**src/rtl/seq_prime_detector_pkg.sv**
```systemverilog
// Shared definitions for the sequential prime detector: FSM states, small-prime table, divisor width.
// The SMALL_LUT_EN build option (see seq_prime_detector.sv) consumes SMALL_LUT.
package seq_prime_detector_pkg;

    typedef enum logic [2:0] {
        ST_IDLE,
        ST_CHECK,
        ST_LOOP,
        ST_DIV,
        ST_EVAL
    } state_t;

    // Bit k is set when k is prime: 2, 3, 5, 7, 11, 13.
    localparam logic [15:0] SMALL_LUT = 16'b0010_1000_1010_1100;

    // Odd trial divisors never exceed sqrt(2^width)+2, which fits in width/2+2 bits.
    function automatic int div_width(input int width);
        return width / 2 + 2;
    endfunction

endpackage

```
**src/rtl/seq_prime_detector_mod_serial.sv**
```systemverilog
// Serial restoring remainder unit: one dividend bit per cycle, MSB first.
// rdy pulses WIDTH cycles after go; rem holds its value until the next go.
module prime_mod_serial
    import seq_prime_detector_pkg::*;
#(
    parameter int WIDTH = 8
) (
    input  logic             clk,
    input  logic             rst_n,
    input  logic             go,
    input  logic [WIDTH-1:0] dividend,
    input  logic [WIDTH-1:0] divisor,
    output logic             rdy,
    output logic [WIDTH-1:0] rem
);

    localparam int CW = $clog2(WIDTH);

    logic [WIDTH-1:0] q;
    logic [CW-1:0]    cnt;
    logic             active;
    logic [WIDTH:0]   trial;
    logic [WIDTH:0]   diff;
    logic [WIDTH-1:0] next_rem;

    // The go cycle already consumes the dividend MSB, so only WIDTH-1 further steps remain.
    always_comb begin
        trial    = go ? {{WIDTH{1'b0}}, dividend[WIDTH-1]} : {rem, q[WIDTH-1]};
        diff     = trial - {1'b0, divisor};
        next_rem = trial[WIDTH-1:0];
        if (trial >= {1'b0, divisor}) begin
            next_rem = diff[WIDTH-1:0];
        end
    end

    always_ff @(posedge clk or negedge rst_n) begin
        if (!rst_n) begin
            q      <= '0;
            cnt    <= '0;
            active <= 1'b0;
            rdy    <= 1'b0;
            rem    <= '0;
        end else begin
            rdy <= 1'b0;
            if (go) begin
                rem    <= next_rem;
                q      <= {dividend[WIDTH-2:0], 1'b0};
                cnt    <= CW'(WIDTH - 1);
                active <= 1'b1;
            end else if (active) begin
                rem <= next_rem;
                q   <= {q[WIDTH-2:0], 1'b0};
                cnt <= cnt - CW'(1);
                if (cnt == CW'(1)) begin
                    active <= 1'b0;
                    rdy    <= 1'b1;
                end
            end
        end
    end

endmodule

```
**src/rtl/seq_prime_detector.sv**
```systemverilog
// Sequential prime detector: odd trial division of a WIDTH-bit operand with a serial remainder unit.
// Build option SMALL_LUT_EN: resolve every operand below 16 in CHECK from a constant table.
module seq_prime_detector
    import seq_prime_detector_pkg::*;
#(
    parameter int WIDTH = 8
) (
    input  logic             clk,
    input  logic             rst_n,
    input  logic             start,
    input  logic [WIDTH-1:0] n,
    output logic             busy,
    output logic             done,
    output logic             is_prime,
    output logic [WIDTH-1:0] n_out
);

    localparam int DW = div_width(WIDTH);

    state_t           state;
    logic [DW-1:0]    d;
    logic [WIDTH+1:0] dd;
    logic [15:0]      n_ext;
    logic             sq_over;
    logic             go;
    logic             rdy;
    logic [WIDTH-1:0] rem;

    assign dd      = (WIDTH+2)'(d) * (WIDTH+2)'(d);
    assign sq_over = dd > {2'b00, n_out};
    assign n_ext   = 16'(n_out);
    assign go      = (state == ST_LOOP) && !sq_over;

    prime_mod_serial #(.WIDTH(WIDTH)) u_mod (
        .clk      (clk),
        .rst_n    (rst_n),
        .go       (go),
        .dividend (n_out),
        .divisor  (WIDTH'(d)),
        .rdy      (rdy),
        .rem      (rem)
    );

    // Handshake: start is accepted only in IDLE and n is captured on that edge; busy stays high
    // until the finishing edge; done is then high for exactly one cycle with is_prime/n_out valid,
    // and a start in that cycle is accepted.
    always_ff @(posedge clk or negedge rst_n) begin
        if (!rst_n) begin
            state    <= ST_IDLE;
            busy     <= 1'b0;
            done     <= 1'b0;
            is_prime <= 1'b0;
            n_out    <= '0;
            d        <= '0;
        end else begin
            done <= 1'b0;
            case (state)
                ST_IDLE: begin
                    if (start) begin
                        n_out    <= n;
                        busy     <= 1'b1;
                        is_prime <= 1'b0;
                        state    <= ST_CHECK;
                    end
                end
                ST_CHECK: begin
`ifdef SMALL_LUT_EN
                    if (n_ext < 16'd16) begin
                        is_prime <= SMALL_LUT[n_ext[3:0]];
                        done     <= 1'b1;
                        busy     <= 1'b0;
                        state    <= ST_IDLE;
                    end else
`endif
                    if (n_ext < 16'd2) begin
                        is_prime <= 1'b0;
                        done     <= 1'b1;
                        busy     <= 1'b0;
                        state    <= ST_IDLE;
                    end else if (n_ext == 16'd2 || n_ext == 16'd3) begin
                        is_prime <= 1'b1;
                        done     <= 1'b1;
                        busy     <= 1'b0;
                        state    <= ST_IDLE;
                    end else if (!n_out[0]) begin
                        is_prime <= 1'b0;
                        done     <= 1'b1;
                        busy     <= 1'b0;
                        state    <= ST_IDLE;
                    end else begin
                        d     <= DW'(3);
                        state <= ST_LOOP;
                    end
                end
                ST_LOOP: begin
                    if (sq_over) begin
                        is_prime <= 1'b1;
                        done     <= 1'b1;
                        busy     <= 1'b0;
                        state    <= ST_IDLE;
                    end else begin
                        state <= ST_DIV;
                    end
                end
                ST_DIV: begin
                    if (rdy) begin
                        state <= ST_EVAL;
                    end
                end
                ST_EVAL: begin
                    if (rem == '0) begin
                        is_prime <= 1'b0;
                        done     <= 1'b1;
                        busy     <= 1'b0;
                        state    <= ST_IDLE;
                    end else begin
                        d     <= d + DW'(2);
                        state <= ST_LOOP;
                    end
                end
                default: state <= ST_IDLE;
            endcase
        end
    end

endmodule
```
**config.mk**
```make
export PLATFORM = sky130hd
export DESIGN_NAME = seq_prime_detector
export DESIGN_NICKNAME = d
export VERILOG_FILES = /design/src/rtl/seq_prime_detector_pkg.sv /design/src/rtl/seq_prime_detector_mod_serial.sv /design/src/rtl/seq_prime_detector.sv
export SDC_FILE = /design/constraint.sdc
export NUM_CORES = 1
export LEC_CHECK = 0
export BUFFER_PORTS_ARGS = -buffer_cell sky130_fd_sc_hd__clkbuf_2
export CAP_MARGIN = 20
export CORE_ASPECT_RATIO = 0.8
export CORE_MARGIN = 8
export CORE_UTILIZATION = 38
export DETAILED_ROUTE_END_ITERATION = 10
export HOLD_SLACK_MARGIN = 0.06
export PLACE_DENSITY = 0.56
export SYNTH_ARGS = -nofsm -noshare
export SYNTH_HDL_FRONTEND = slang
export SYNTH_SLANG_ARGS = --single-unit
```
**constraint.sdc**
```tcl
create_clock -name clk -period 10.25 [get_ports clk]
set_input_delay 1.025 -clock clk [delete_from_list [all_inputs] [get_ports clk]]
set_output_delay 1.025 -clock clk [all_outputs]
set_load 0.02 [all_outputs]
```
==> results.yml <==
routing:
  vias: 2409
  wl_per_cell_um: 14.42
  drc: 0
  via_per_inst: 5.093
  drtAntennaViolNets: 0
  routed_wl_um: 6820
  dr.pass1.iters: 4
  first_iter_violations: 125
floorplanning:
  die_x_um: 116.4
  io_pins: 22
  die_h_um: 96.35
  start_util: 0.3895
  core_um2: 7874
  dieArea_um2: 11220
  num_rows: 29
worst_setup_path:
  critPathKind: "reg2reg"
  end_kind: "register"
  crit_arrival_ns: 6.90
  crit_path_start_kind: "register"
  r2r_slack_ns: 3.54
  rr_worst_depth: 27
  cp_max_fo: 30
  cp.required_ns: 10.45
placement:
  pre_cts_slack_ns: 3.716
  numPortBuffers: 21
  gp_congestion: 0.8477
  place_hpwl_um: 5173
  dpl-instance-area_um2: 3247
  placedCellCount: 464
power_and_ir_drop:
  p_sw_frac: 0.4553
  p_leak_uw: 0.001656
  p_sw_uw: 497.4
  pwr-share-seq: 0.287
  clkPwrFrac: 0.123
  ir_drop_mv: 0.1221
  pwr-share-comb: 0.590
  power.density_nw_per_um2: 322.9
  p_int_uw: 595.2
sta:
  rsz0062_at_grt: "no"
  layout_setup_ws_ns: 3.544
  tns_ns: 0
  hold_violations: 0
  slew_viol_final: 0
  holdWs_ns: 0.5012
  skew_ns: 0.007427
  relSlewSlack: 0.4089
  setup_viol: 0
  finalCritPeriodShare: 0.6543
  worstMarginPinSlew_ns: 0.8867
  fin_crit_ns: 6.706
  fmax_mhz: 149.1
synth:
  yosys.area.top_type_share: 0.3264
  synth-async-reset-ratio: 1.000
  synth_edf_count: 0
  synth_area_leaders: "dfrtp_1, ha_1, fa_1"
  synth_fp_nets: 392
  ys_warn_count: 0
  synth_top_flop_cell: "dfrtp_1"
  ys_ff_latch: 40
  synthDistinctLibCells: 51
  yosys.area.top_type: "dfrtp_1"
  syn_area_um2: 3067
  synth_area_per_cell_um2: 8.889
  yosys.cell_count.top_type: "dfrtp_1"
  synthCells: 345
  synth_common_cells: "dfrtp_1, inv_1, nor2_1"
  ys_seq_area_frac: 0.3264
global_route:
  antenna_found_initial: 0
  grt_pass1_vias: 2479
  grt_max_degree: 41
  grt_pass1_wl_um: 11990
  grt-ovfl-total: 0
  track_usage: 0.1359
clock_tree:
  cts.sinks: 40
  clkSlewWorstSetupHoldPaths_ns: 0.09
  clock-root-buffer: "clkbuf_8"
  cts_tree: "done"
  numCtsBuffers: 5
  postCtsHoldBufs: 0
  cts_max_level: 2
  postCtsSetupBuffers: 0
  ctsResizeCount: 0
  worstSkewPairLatency_ns: 0.30
  clock_path_buffers: 2
finish:
  fin_nets: 411
  fillers: 813
  area_delta_synth_final_pct: 10.32
  antenna_cells: 0
  stdcell_area_um2: 3383
  fin_cells: 473
  drive_gt1_frac: 0.1288
outcome:
  outcome: "finished, final reports clean"
job:
  cap_violations: 0
hold_path:
  worstHoldPathType: "reg2reg"
  hold-path-cell-count: 1
## state kept, by name, indices dropped and copies added (netlist names)
| register | flops |
|---|---|
| state | 3 |
| u_mod.rem | 8 |
| n_out | 8 |
| is_prime | 1 |
| busy | 1 |
| done | 1 |
| d | 6 |
| u_mod.rdy | 1 |
| u_mod.active | 1 |
| u_mod.cnt | 3 |
| u_mod.q | 7 |
## power groups by stage
stage / clock network (µW) / logic, µW / registers (µW)
final: 134 / 644 / 314
after detailed placement: 0 / 639 / 317
after global routing: 146 / 731 / 326
after global placement: 0 / 632 / 317
after floorplan: 0 / 517 / 303
after CTS: 139 / 644 / 314
## cell families (layout without fill, tap and decap cells)
group | Yosys count | after routing | share of synthesized area
flip-flops | 40 | 40 | 0.3264
multiplexers | 12 | 12 | 0.04080
AND/OR/NAND/NOR | 110 | 110 | 0.1730
buffers and inverters | 50 | 70 | 0.06977
AO/OA/AOI/OAI | 79 | 79 | 0.1697
XOR/XNOR | 18 | 18 | 0.05141
adder cells (fa/ha/maj) | 36 | 36 | 0.1689
## layer usage
| metal | track usage | vias up | routed length (µm) |
|---|---|---|---|
| met5 | 0 | - | 0 |
| met4 | 0.04306 | 0 | 94 |
| met3 | 0.03511 | 11 | 406 |
| met2 | 0.2012 | 63 | 2827 |
| met1 | 0.1889 | 1126 | 3491 |
| li1 | - | 1209 | - |
## critical path: stages, from the launching register on
cell and delay (ns):
dfrtp_1 0.48, inv_1 0.18, nor2_1 0.27, xor2_1 0.12, ha_1 0.29, inv_1 0.05
fa_1 0.53, inv_1 0.06, fa_1 0.48, ha_1 0.37, a21o_1 0.17, a21oi_1 0.17
xnor2_1 0.14, ha_1 0.27, a211oi_1 0.22, o31ai_1 0.10, a21oi_1 0.14, a211o_1 0.16
nand4_1 0.10, buf_4 0.26, and2_1 0.20, ha_1 0.34, a21o_1 0.17, a21oi_1 0.15
o21ai_1 0.14, a21oi_1 0.66, nor2b_1 0.10, o221a_2 0.27
## per-stage QoR
stage / power, µW / utilization
after floorplan: 820.3 / -
after global placement: 948.7 / 0.4124
after detailed placement: 955.4 / 0.4124
after CTS: 1097 / 0.4271
after global routing: 1204 / 0.4297
final: 1093 / 0.4297
## cell usage in the layout (no fill, tap or decap), types with 3 or more instances in the layout
cell type / n
fa_1: 9
ha_1: 27
mux2_2: 4
and2_1: 4
nor2b_1: 4
dfrtp_1: 40
nor2_1: 37
inv_1: 39
a21o_1: 6
nor3_1: 6
nand2b_1: 6
clkbuf_2: 21
xnor2_1: 11
clkbuf_8: 5
xor2_1: 7
a21oi_1: 24
a31oi_1: 3
mux2i_1: 8
nand2_1: 32
o21ai_0: 17
nand3_1: 8
## area by class of cell
type | count | area, µm² | area share
sequential | 40 | 1001 | 0.2959
multi-input combinational | 255 | 1852 | 0.5473
clock inverter | 3 | 47.55 | 0.01405
clock buffer | 5 | 68.82 | 0.02034
timing repair buffer | 23 | 132.6 | 0.03920
inverter | 39 | 146.4 | 0.04327
tap | 108 | 135.1 | 0.03994
## worst paths after layout
kind,endpoint,start
worst min register to register,u_mod.rdy$_DFF_PN0_,u_mod.cnt[2]$_DFFE_PN0P_
worst max-delay path,u_mod.rem[3]$_DFFE_PN0P_,d[1]$_DFFE_PN0P_
max in group asynchronous,done$_DFF_PN0_,rst_n
min in group asynchronous,busy$_DFFE_PN0P_,rst_n
worst min-delay path,u_mod.rdy$_DFF_PN0_,u_mod.cnt[2]$_DFFE_PN0P_
worst max register to register,u_mod.rem[3]$_DFFE_PN0P_,d[1]$_DFFE_PN0P_
Power figures use the tool's default switching activity.
